## config.mk

```make
export PLATFORM = sky130hd
export DESIGN_NAME = stos_ext
export DESIGN_NICKNAME = d
export VERILOG_FILES = /design/src/rtl/stos_ext.sv
export SDC_FILE = /design/constraint.sdc
export NUM_CORES = 1
export LEC_CHECK = 0
export CAP_MARGIN = 20
export CORE_ASPECT_RATIO = 1.4
export CORE_MARGIN = 2
export CORE_UTILIZATION = 45
export CTS_CLUSTER_SIZE = 16
export DETAILED_ROUTE_END_ITERATION = 8
export DONT_BUFFER_PORTS = 1
export HOLD_SLACK_MARGIN = 0.1
export SLEW_MARGIN = 30
export SYNTH_ARGS = -nofsm -noshare
export SYNTH_HDL_FRONTEND = slang
export SYNTH_SLANG_ARGS = --single-unit
```

## constraint.sdc

```tcl
create_clock -name clk -period 6.1 [get_ports clk]
set_clock_uncertainty 0.1 [all_clocks]
set_input_delay 0.305 -clock clk [delete_from_list [all_inputs] [get_ports clk]]
set_output_delay 0.305 -clock clk [all_outputs]
set_load 0.05 [all_outputs]
```

## src/rtl/stos_ext.sv

```systemverilog
// stos_ext: parametrised LIFO stack with replace-top (push+pop), registered
// top-of-stack view, occupancy count, almost-full threshold and sticky
// overflow/underflow flags cleared by err_clr.
// Optional build macro STOS_HIGH_WATER_EN enables the high_water tracker;
// without it high_water is tied to zero and no tracking register exists.
module stos_ext #(
    parameter int DATA_W    = 8,
    parameter int DEPTH     = 32,
    parameter int AF_THRESH = DEPTH - 2,
    localparam int CNT_W    = $clog2(DEPTH + 1)
) (
    input  logic              clk,
    input  logic              rst,
    input  logic              push,
    input  logic              pop,
    input  logic [DATA_W-1:0] data_in,
    input  logic              err_clr,
    output logic [DATA_W-1:0] top,
    output logic [CNT_W-1:0]  count,
    output logic              full,
    output logic              empty,
    output logic              almost_full,
    output logic              overflow,
    output logic              underflow,
    output logic [CNT_W-1:0]  high_water
);

    localparam int AW = $clog2(DEPTH);
    localparam logic [CNT_W-1:0] DEPTH_C = CNT_W'(DEPTH);
    localparam logic [CNT_W-1:0] AF_C    = CNT_W'(AF_THRESH);
    localparam logic [CNT_W-1:0] ONE_C   = CNT_W'(1);

    // Storage is never reset; entries above count are unreachable anyway.
    logic [DATA_W-1:0] r_mem [DEPTH];
    logic [CNT_W-1:0]  r_count;
    logic              r_overflow;
    logic              r_underflow;

    logic [CNT_W-1:0]  w_count_nxt;
    logic [AW-1:0]     w_rd_idx;
    logic [AW-1:0]     w_wr_idx;
    logic [AW-1:0]     w_waddr;
    logic              w_we;
    logic              w_full;
    logic              w_empty;
    logic              w_ovf_set;
    logic              w_udf_set;

    // Status is decoded from the count register only, never from inputs.
    assign w_full   = (r_count == DEPTH_C);
    assign w_empty  = (r_count == '0);
    assign w_rd_idx = AW'(r_count - ONE_C);
    assign w_wr_idx = AW'(r_count);

    // Next-state decode: write slot, next count and error events.
    always_comb begin
        w_count_nxt = r_count;
        w_we        = 1'b0;
        w_waddr     = w_wr_idx;
        w_ovf_set   = 1'b0;
        w_udf_set   = 1'b0;
        unique case ({push, pop})
            2'b10: begin
                if (w_full) begin
                    w_ovf_set = 1'b1;
                end else begin
                    w_we        = 1'b1;
                    w_waddr     = w_wr_idx;
                    w_count_nxt = r_count + ONE_C;
                end
            end
            2'b01: begin
                if (w_empty) begin
                    w_udf_set = 1'b1;
                end else begin
                    w_count_nxt = r_count - ONE_C;
                end
            end
            2'b11: begin
                // Replace-top; on an empty stack this degenerates to a push.
                w_we = 1'b1;
                if (w_empty) begin
                    w_waddr     = '0;
                    w_count_nxt = ONE_C;
                end else begin
                    w_waddr = w_rd_idx;
                end
            end
            default: begin
                w_count_nxt = r_count;
            end
        endcase
        // Reset discards the operation entirely, including the write.
        if (rst) begin
            w_we = 1'b0;
        end
    end

    // Entry storage write port.
    always_ff @(posedge clk) begin
        if (w_we) begin
            r_mem[w_waddr] <= data_in;
        end
    end

    // Count and sticky error flags; a new error event beats err_clr.
    always_ff @(posedge clk) begin
        if (rst) begin
            r_count     <= '0;
            r_overflow  <= 1'b0;
            r_underflow <= 1'b0;
        end else begin
            r_count     <= w_count_nxt;
            r_overflow  <= w_ovf_set | (r_overflow  & ~err_clr);
            r_underflow <= w_udf_set | (r_underflow & ~err_clr);
        end
    end

`ifdef STOS_HIGH_WATER_EN
    logic [CNT_W-1:0] r_high_water;

    // Peak occupancy since reset or the last err_clr, tracking next count.
    always_ff @(posedge clk) begin
        if (rst) begin
            r_high_water <= '0;
        end else if (err_clr) begin
            r_high_water <= w_count_nxt;
        end else if (w_count_nxt > r_high_water) begin
            r_high_water <= w_count_nxt;
        end
    end

    assign high_water = r_high_water;
`else
    assign high_water = '0;
`endif

    assign top         = w_empty ? '0 : r_mem[w_rd_idx];
    assign count       = r_count;
    assign full        = w_full;
    assign empty       = w_empty;
    assign almost_full = (r_count >= AF_C);
    assign overflow    = r_overflow;
    assign underflow   = r_underflow;

endmodule

```

==> metrics list, run 1 <==
- In this run the number of H-tree levels came out at 1.
* Area growth syn-to-layout: 13.2%
- Of the synthesized area, sequential elements account for 0.702.
- Root buffer selected by CTS: sky130_fd_sc_hd__clkbuf_16
* Count of inserted antenna diode cells: 0
- In the global route stage, overall resource usage came out at 0.191.
- Once layout is done, the placed cells without fillers occupy 12700 um^2.
- For this run the aggregate overflow at the end of global routing stands at 0.
- In this run, the number of DRC markers left after iteration 0 of detailed routing was 517.
- At the end of the flow, the number of nets in the layout was 640.
- The analysis attributes to cell leakage a power of 3.91 nW.
- After detailed routing, no signal wire sits above met4.
- Summed over all nets, the half-perimeter wirelength after detailed placement is 15.4 mm.
* Max-slew headroom: 0.344
- Detailed-routing wirelength on met1: 10.6 mm
- The synthesized netlist contains 63 unique library cells.
- Yosys printed 0 warnings.
- Total negative slack for setup checks: 0 ps
* Final Cycle Share: 0.816
- In this run the cell area of the synthesized design comes to 11200 um^2.
* Core Region: 24500 um^2
- The flow ran to the end, and the final reports show no timing, DRC or antenna violations.
- The count of final hold-check violations was 0.
- Share of layout cells above drive strength 1: 0.281
- The via count of the first global-routing pass came to 5953.
* Startpoint class of the critical path: flop
- Num Clock Sinks: 264
- Cts hold-fix bufs: 21
- Post-CTS setup-driven buffer insertion count: 0
* Share of async-settable or async-resettable flops after synthesis: 0
* Horizontal extent of the die: 137 um
- Setup repair after global routing left no endpoint under its margin.
* Pin count of the biggest net entering global routing: 48
- Summed over all nets, wire length on met2 after detailed routing comes to 12.2 mm.
* Crit path capture type: primary output
- Met3 routed WL: 1.27 mm
- Type of the most critical hold path: input pin to flop
* DRT Wirelength: 24.5 mm
- Routability congestion estimate from global placement: 0.873
* ANT nets after route: 0
- In this run, synthesis inferred 256 flip-flops with an integrated enable.
- Total via count in the routed design: 5810
- Synthesis inferred 264 register bits.
- The final number of max-transition violations is 0.
- Largest vdd supply drop: 0.000456 V
* I/O Buffers: 0
- The first TritonRoute pass finished after 5 iterations.
- Highest clock rate: 0.201 GHz
- Actual slew at the worst max-slew pin: 977 ps
- Clock buffer depth: 3
- Data on the critical path is required at its endpoint by 5690 ps.
* Post-Synthesis Cells: 589
- STA puts the critical path data arrival time at 4570 ps.
- The setup path with the least slack is of type flop to primary output.
- CTS buffer count: 25
- PnR Total Power: 0.00523 W
* Top_reg_cell synth: sky130_fd_sc_hd__edfxtp_1
- Minimum clock period: 4980 ps
- Setup violations remaining at the end of the flow were counted as 0.
- The first global-routing pass estimated 37.0 mm of wire.
* Via density per instance: 6.08
- In the routed design, unresolved DRC markers number 0.
* Number of maximum-capacitance violations: 0
* Maximum fanout count along the critical path: 30
- Clock latency of the later-clocked register in the worst-skew pair: 500 ps
- Clock edge transition at the registers on the reported setup and hold paths: 60 ps
- Power spread over the standard cell area amounts to 413 nW/um^2.
- For this configuration, the core starts out at a cell density of 0.456.
- Gates resized during post-CTS repair numbered 0.
- CTS tree: yes
- In this run the vertical extent of the chip is 190 um.
- Dividing the synthesized area by the synthesized cell count gives 19.0 um^2.
- The floorplan has 68 rows.
- 38 I/O pins were placed.
- The initial antenna violation count came to 0.
- Dividing the detail-routed wire length by the instance count gives 25.6 um.
* Die outline area: 26100 um^2
- After detailed placement, the total cell area comes to 11500 um^2.
worst max-delay path, stage by stage (launching register included):
cell and delay, ps:
sky130_fd_sc_hd__dfxtp_4 810, sky130_fd_sc_hd__clkinv_1 520, sky130_fd_sc_hd__ha_2 990, sky130_fd_sc_hd__buf_4 430, sky130_fd_sc_hd__mux4_2 380, sky130_fd_sc_hd__mux2_2 310
sky130_fd_sc_hd__o211ai_1 120, sky130_fd_sc_hd__o2111ai_1 220, sky130_fd_sc_hd__buf_4 260
layer usage:
layer	up-vias	global-route usage
li1	2549	-
met1	3027	0.276
met2	201	0.310
met3	33	0.0274
met4	0	0.0424
met5	-	0
sequential cells by signal, indices dropped and copies added (netlist names):
register / count
overflow: 1
underflow: 1
r_mem: 256
count: 6
report_power, final:
group	switching (W)	total, W	internal [W]
sequential	0.0000605	0.00208	0.00202
combinational	0.00101	0.00164	0.000627
clock	0.000629	0.00151	0.000879
total	0.00170	0.00523	0.00353
cells in the mapped netlist (5+ instances only):
cell type,n,share of area
sky130_fd_sc_hd__a211oi_1,12,0.0081
sky130_fd_sc_hd__a21oi_1,25,0.011
sky130_fd_sc_hd__buf_2,10,0.0045
sky130_fd_sc_hd__buf_4,12,0.0081
sky130_fd_sc_hd__clkbuf_1,17,0.0057
sky130_fd_sc_hd__dfxtp_1,8,0.014
sky130_fd_sc_hd__edfxtp_1,256,0.69
sky130_fd_sc_hd__inv_1,6,0.0020
sky130_fd_sc_hd__mux2_2,25,0.025
sky130_fd_sc_hd__mux2i_1,12,0.011
sky130_fd_sc_hd__mux4_2,64,0.13
sky130_fd_sc_hd__nand2_1,5,0.0017
sky130_fd_sc_hd__nand4_1,17,0.0095
sky130_fd_sc_hd__nor2_1,13,0.0044
sky130_fd_sc_hd__nor3_1,9,0.0040
sky130_fd_sc_hd__o2111ai_1,11,0.0086
sky130_fd_sc_hd__o211ai_1,10,0.0067
sky130_fd_sc_hd__o21ai_0,7,0.0031
cell type report:
class	count	area, um^2
Sequential cell	264	7850
Clock inverter	16	153
Multi-Input combinational cell	278	3140
Clock buffer	29	641
Timing Repair Buffer	47	454
Fill cell	1995	11800
Tap cell	315	394
Inverter	7	26.3
cell usage in the layout, fill, tap and decap left out, types with 5 or more instances in the layout:
cell	Yosys	final
sky130_fd_sc_hd__a211oi_1	12	12
sky130_fd_sc_hd__a21oi_1	25	19
sky130_fd_sc_hd__a21oi_2	0	6
sky130_fd_sc_hd__buf_12	0	6
sky130_fd_sc_hd__buf_4	12	23
sky130_fd_sc_hd__clkbuf_16	0	25
sky130_fd_sc_hd__clkinv_1	1	9
sky130_fd_sc_hd__conb_1	1	6
sky130_fd_sc_hd__dfxtp_1	8	7
sky130_fd_sc_hd__dlygate4sd3_1	0	13
sky130_fd_sc_hd__edfxtp_1	256	256
sky130_fd_sc_hd__inv_1	6	6
sky130_fd_sc_hd__mux2_2	25	25
sky130_fd_sc_hd__mux2i_1	12	12
sky130_fd_sc_hd__mux4_2	64	64
sky130_fd_sc_hd__nand2_1	5	5
sky130_fd_sc_hd__nand4_1	17	17
sky130_fd_sc_hd__nor2_1	13	12
sky130_fd_sc_hd__nor3_1	9	9
sky130_fd_sc_hd__o2111ai_1	11	10
sky130_fd_sc_hd__o211ai_1	10	10
sky130_fd_sc_hd__o21ai_0	7	6
kinds of logic (layout without fill, tap and decap cells):
| group | count (synthesis) | in the layout | share of synthesized area |
|---|---|---|---|
| buffers and inverters | 52 | 99 | 0.0245 |
| other | 1 | 6 | 0.000336 |
| muxes | 101 | 101 | 0.165 |
| and+or+nand+nor | 74 | 74 | 0.0411 |
| adders and majority gates | 4 | 4 | 0.00448 |
| AOI/OAI and AO/OA | 90 | 90 | 0.0589 |
| DFF | 264 | 264 | 0.702 |
| xor gates and xnor gates | 3 | 3 | 0.00370 |
final timing paths:
kind | slack [ps] | end | depth (start not counted) | startpoint
worst max-delay path | 1120 | top[0] | 8 | count[0]
worst min-delay path | 120 | count[3] | 3 | pop
worst max register to register | 1490 | r_mem[15][6] | 6 | count[0]
worst min register to register | 660 | count[3] | 3 | count[3]
metrics by stage:
step | hold slack, ps | instances | utilization | setup slack (ps)
after detailed placement | 280 | 888 | 0.471 | 1480
after floorplan | 304 | 594 | - | 2110
final | 118 | 956 | 0.516 | 1120
after global routing | 148 | 956 | 0.516 | 854
after global placement | 276 | 888 | 0.471 | 1600
after CTS | 107 | 954 | 0.515 | 1020
(Power assumes the default switching activity.)
==> run 2, diff against run 1 <==
--- a/config.mk
+++ b/config.mk
@@ -5,6 +5,7 @@
 export SDC_FILE = /design/constraint.sdc
 export NUM_CORES = 1
 export LEC_CHECK = 0
+export ABC_AREA = 1
 export CAP_MARGIN = 20
 export CORE_ASPECT_RATIO = 1.4
 export CORE_MARGIN = 2
==> constraint.sdc (replaced) <==
create_clock -name clk -period 4.2 [get_ports clk]
set_clock_uncertainty 0.1 [all_clocks]
set_input_delay 0.21 -clock clk [delete_from_list [all_inputs] [get_ports clk]]
set_output_delay 0.21 -clock clk [all_outputs]
set_load 0.05 [all_outputs]
==> metrics list, run 2 <==
- The flow ran to the end, and the final reports show no timing, DRC or antenna violations.
* Max-slew headroom: 0.397
* CTS tree: yes
* Largest vdd supply drop: 0.000627 V
* Clock edge transition at the registers on the reported setup and hold paths: 60 ps
- CTS H-Tree Depth: 1
- Share of layout cells above drive strength 1: 0.0903
* Terminus of the critical flop-to-flop path: r_mem[0][0]
- Max stage delay cell, worst path: sky130_fd_sc_hd__buf_4
* Number of iterations in the first detailed-routing pass: 6
* Initial antenna violation count: 0
- Register with the most flip-flops: r_mem
* Data required time at the worst endpoint: 3890 ps
- met2 is the most crowded layer.
* Number of gates given a new drive strength after cts: 0
- First-pass GRT wire length: 42.5 mm
- Num ports: 38
* Minimum clock period: 3820 ps
- For met3 alone, demand over resource in global routing was 0.0220.
- Via density per instance: 5.44
- Core Region: 24600 um^2
- Maximum fanout count along the critical path: 68
* Met1 usage: 0.275
- For this run, the leading register cell type out of synthesis is sky130_fd_sc_hd__edfxtp_1.
- Slew Viols, Final: 0
- Number of stages on the worst setup path: 11
* Startpoint class of the critical path: flop
- After synthesis the netlist holds a flip-flop and latch count of 264.
* Num Clock Sinks: 264
- On the critical path the largest part of the delay comes from buffers and inverters.
* Unique cell type count in the Yosys netlist: 28
- Entering global routing, the biggest net connects 69 pins.
- Routability-driven placement finished with a final weighted congestion of 0.908.
- Across all register-to-register paths, the minimum setup slack is 1030 ps.
* Global-route track usage on met2: 0.391
* Depth of the most critical reg-to-reg path: 7
- The die is 138 um wide.
* Arrival time reported for the critical path endpoint: 3510 ps
- Number of synthesized flops with an enable pin: 256
- Area growth syn-to-layout: 12.7%
- In this run the deepest clock path goes through 3 buffers.
- The startpoint identified for the worst register-to-register timing path is count[1].
- Ys Warns: 0
- After the last flow step, the layout net total stands at 1061.
- Vias in the first global route: 7143
- Row count: 68
* Highest clock rate: 0.262 GHz
* Power per standard cell area: 567 nW/um^2
- Combinational share of power: 0.283
* Max incr delay on CP: 690 ps
* Total negative slack for setup checks: 0 ps
- Across the run, the number of max-cap violations was 0.
* Share of async-settable or async-resettable flops after synthesis: 0
- For this run, the register share of the synthesized area comes to 0.698.
- STA classifies the critical path endpoint as a primary output.
- In the final routed layout, each cell accounts on average for 20.2 um.
- Most frequent standard cell in the layout excluding fill and tap cells: sky130_fd_sc_hd__nand2_1
* I/O Buffers: 0
- Final number of hold-violating endpoints: 0
- Setup repair after global routing left no endpoint under its margin.
* Most common cell type on the critical path: sky130_fd_sc_hd__nor2_1
- Clock share of power: 0.305
- Measured along the y axis, the die boundary spans 191 um.
* Root buffer selected by CTS: sky130_fd_sc_hd__clkbuf_16
* Post-Synthesis Cell Area: 11200 um^2
- The later pin in the worst-skew pair is clocked with a latency of 530 ps.
* Final Instance Area: 12700 um^2
- Sequential cell fraction of total power: 0.412
- Count of inserted antenna diode cells: 0
- In this run the worst setup path begins at count[0].
- The signal on the critical path passes through buf_4 -> buf_4 -> nor2_1 -> nor2_1 -> o21ai_0 -> nand3_1 -> nand2_1 -> nor2_1 -> nor2_1 -> nor2_1 -> buf_4.
- Following the worst setup path forward leads to its endpoint at top[6].
- Global routing finished with a remaining overflow of 0.
- Initial DRC Count: 708
- DRT Wirelength: 27.9 mm
- The internal portion of the total power is 0.00470 W.
* Crit path buf inv count: 3
* Dominant cell by count in the synthesized netlist: sky130_fd_sc_hd__nand2_1
* Switching power total: 0.00248 W
* Main area contributors after synthesis: sky130_fd_sc_hd__edfxtp_1 68%, sky130_fd_sc_hd__nand2_1 11%, sky130_fd_sc_hd__nand3_1 10%
- Post-Place Cell Area: 11500 um^2
* Type of the most critical hold path: input pin to flop
* Switching portion of total power: 0.345
- At the pin with the least slew margin, the transition time is 905 ps.
* All-layer global routing usage: 0.218
- Number of flip-flops in the largest register: 256
* Commonest cells after routing, fill and taps aside: 319 x sky130_fd_sc_hd__nand2_1, 256 x sky130_fd_sc_hd__edfxtp_1, 227 x sky130_fd_sc_hd__nand3_1, 63 x sky130_fd_sc_hd__nor2_1, 27 x sky130_fd_sc_hd__clkbuf_16
* Die outline area: 26300 um^2
- Total via count in the routed design: 7495
* Initial cell density of the core: 0.457
* Synth area leader: sky130_fd_sc_hd__edfxtp_1
- Top cells by instance count after synthesis: 319 x sky130_fd_sc_hd__nand2_1, 256 x sky130_fd_sc_hd__edfxtp_1, 227 x sky130_fd_sc_hd__nand3_1, 63 x sky130_fd_sc_hd__nor2_1, 32 x sky130_fd_sc_hd__buf_2
- Count of filler cells inserted in the layout: 2168
* ANT nets after route: 0
- For this design the static power due to leakage is 4.63 nW.
- Dividing the synthesized area by the synthesized cell count gives 11.0 um^2.
- Drt drc: 0
- CTS buffer count: 26
* Proportion of netlist area held by the largest area contributor: 0.684
- Setup violations remaining at the end of the flow were counted as 0.
- Critical path type: flop to primary output
* Final Cycle Share: 0.909
- Post-Synthesis Cells: 1023
- Detailed-placement wirelength estimate: 16.5 mm
[run 2: changes by cell type after synthesis, sizes merged, moves of 11 or more]
cell,delta
buf,+16
o2111ai,-11
mux4,-64
a21oi,-12
mux2,-25
nor2,+52
nand2,+318
inv,+28
nand3,+225
mux2i,-12
a211oi,-12
nand4,-14
[run 2: metrics by stage]
step / power [W] / worst slack [ps] / hold slack [ps] / std cells / util
floorplan: 0.00439 / 817 / 179 / 1028 / -
global placement: 0.00496 / 959 / 180 / 1307 / 0.469
detailed placement: 0.00497 / 952 / 182 / 1307 / 0.469
CTS: 0.00723 / 386 / 117 / 1378 / 0.515
global route: 0.00750 / 184 / 162 / 1378 / 0.515
finish: 0.00718 / 384 / 130 / 1378 / 0.515
[run 2: power by group through the flow]
stage / sequential, W / combinational [W] / clock [W]
global route: 0.00296 / 0.00220 / 0.00234
CTS: 0.00296 / 0.00204 / 0.00223
global placement: 0.00302 / 0.00195 / 0
detailed placement: 0.00302 / 0.00195 / 0
finish: 0.00296 / 0.00203 / 0.00219
floorplan: 0.00305 / 0.00134 / 0
[run 2: kinds of logic (layout without fill, tap and decap cells)]
family	after synthesis	after routing	share of synthesized area
AND/OR/NAND/NOR	622	622	0.237
flip-flops	264	264	0.698
buffers and inverters	94	129	0.0376
AO/OA/AOI/OAI	35	35	0.0189
adder cells (fa/ha/maj)	4	4	0.00445
XOR/XNOR	3	3	0.00301
other	1	6	0.000334
[run 2: worst min-delay path by stage]
| stage | to | slack (ps) | startpoint | cells past startpoint |
|---|---|---|---|---|
| after global placement | underflow | 180 | rst | 1 |
| after detailed placement | overflow | 180 | rst | 1 |
| final | count[4] | 130 | pop | 6 |
| after global routing | count[4] | 160 | pop | 6 |
| after floorplan | overflow | 180 | rst | 1 |
| after CTS | count[4] | 120 | pop | 6 |
[run 2: timing repair]
action / 4_1_cts / 5_1_grt
setup endpoints to repair: 0 / 0
endpoints found under the hold margin: 264 / 0
buffers inserted: 0 / 0
hold buffers: 24 / 0
[run 2: worst reg2reg max path, stage by stage (launching register included)]
cell,delay [ps]
sky130_fd_sc_hd__dfxtp_1,340
sky130_fd_sc_hd__inv_1,110
sky130_fd_sc_hd__ha_2,380
sky130_fd_sc_hd__buf_4,460
sky130_fd_sc_hd__o21ai_2,190
sky130_fd_sc_hd__inv_1,110
sky130_fd_sc_hd__nand2_1,350
sky130_fd_sc_hd__nor2_1,760
[run 2: area by class of cell]
class | instances | area [um^2] | area share
Inverter | 34 | 130 | 0.0103
Clock buffer | 31 | 691 | 0.0545
Clock inverter | 16 | 110 | 0.00869
Multi-Input combinational cell | 670 | 2990 | 0.236
Tap cell | 315 | 394 | 0.0311
Timing Repair Buffer | 48 | 500 | 0.0395
Sequential cell | 264 | 7850 | 0.620
[run 2: routing by layer]
layer  routed length [um]  vias to the layer above
met3                 1390                       44
met4                  754                        0
met2                14600                      246
met5                    0                        -
met1                11200                     3633
li1                     -                     3572
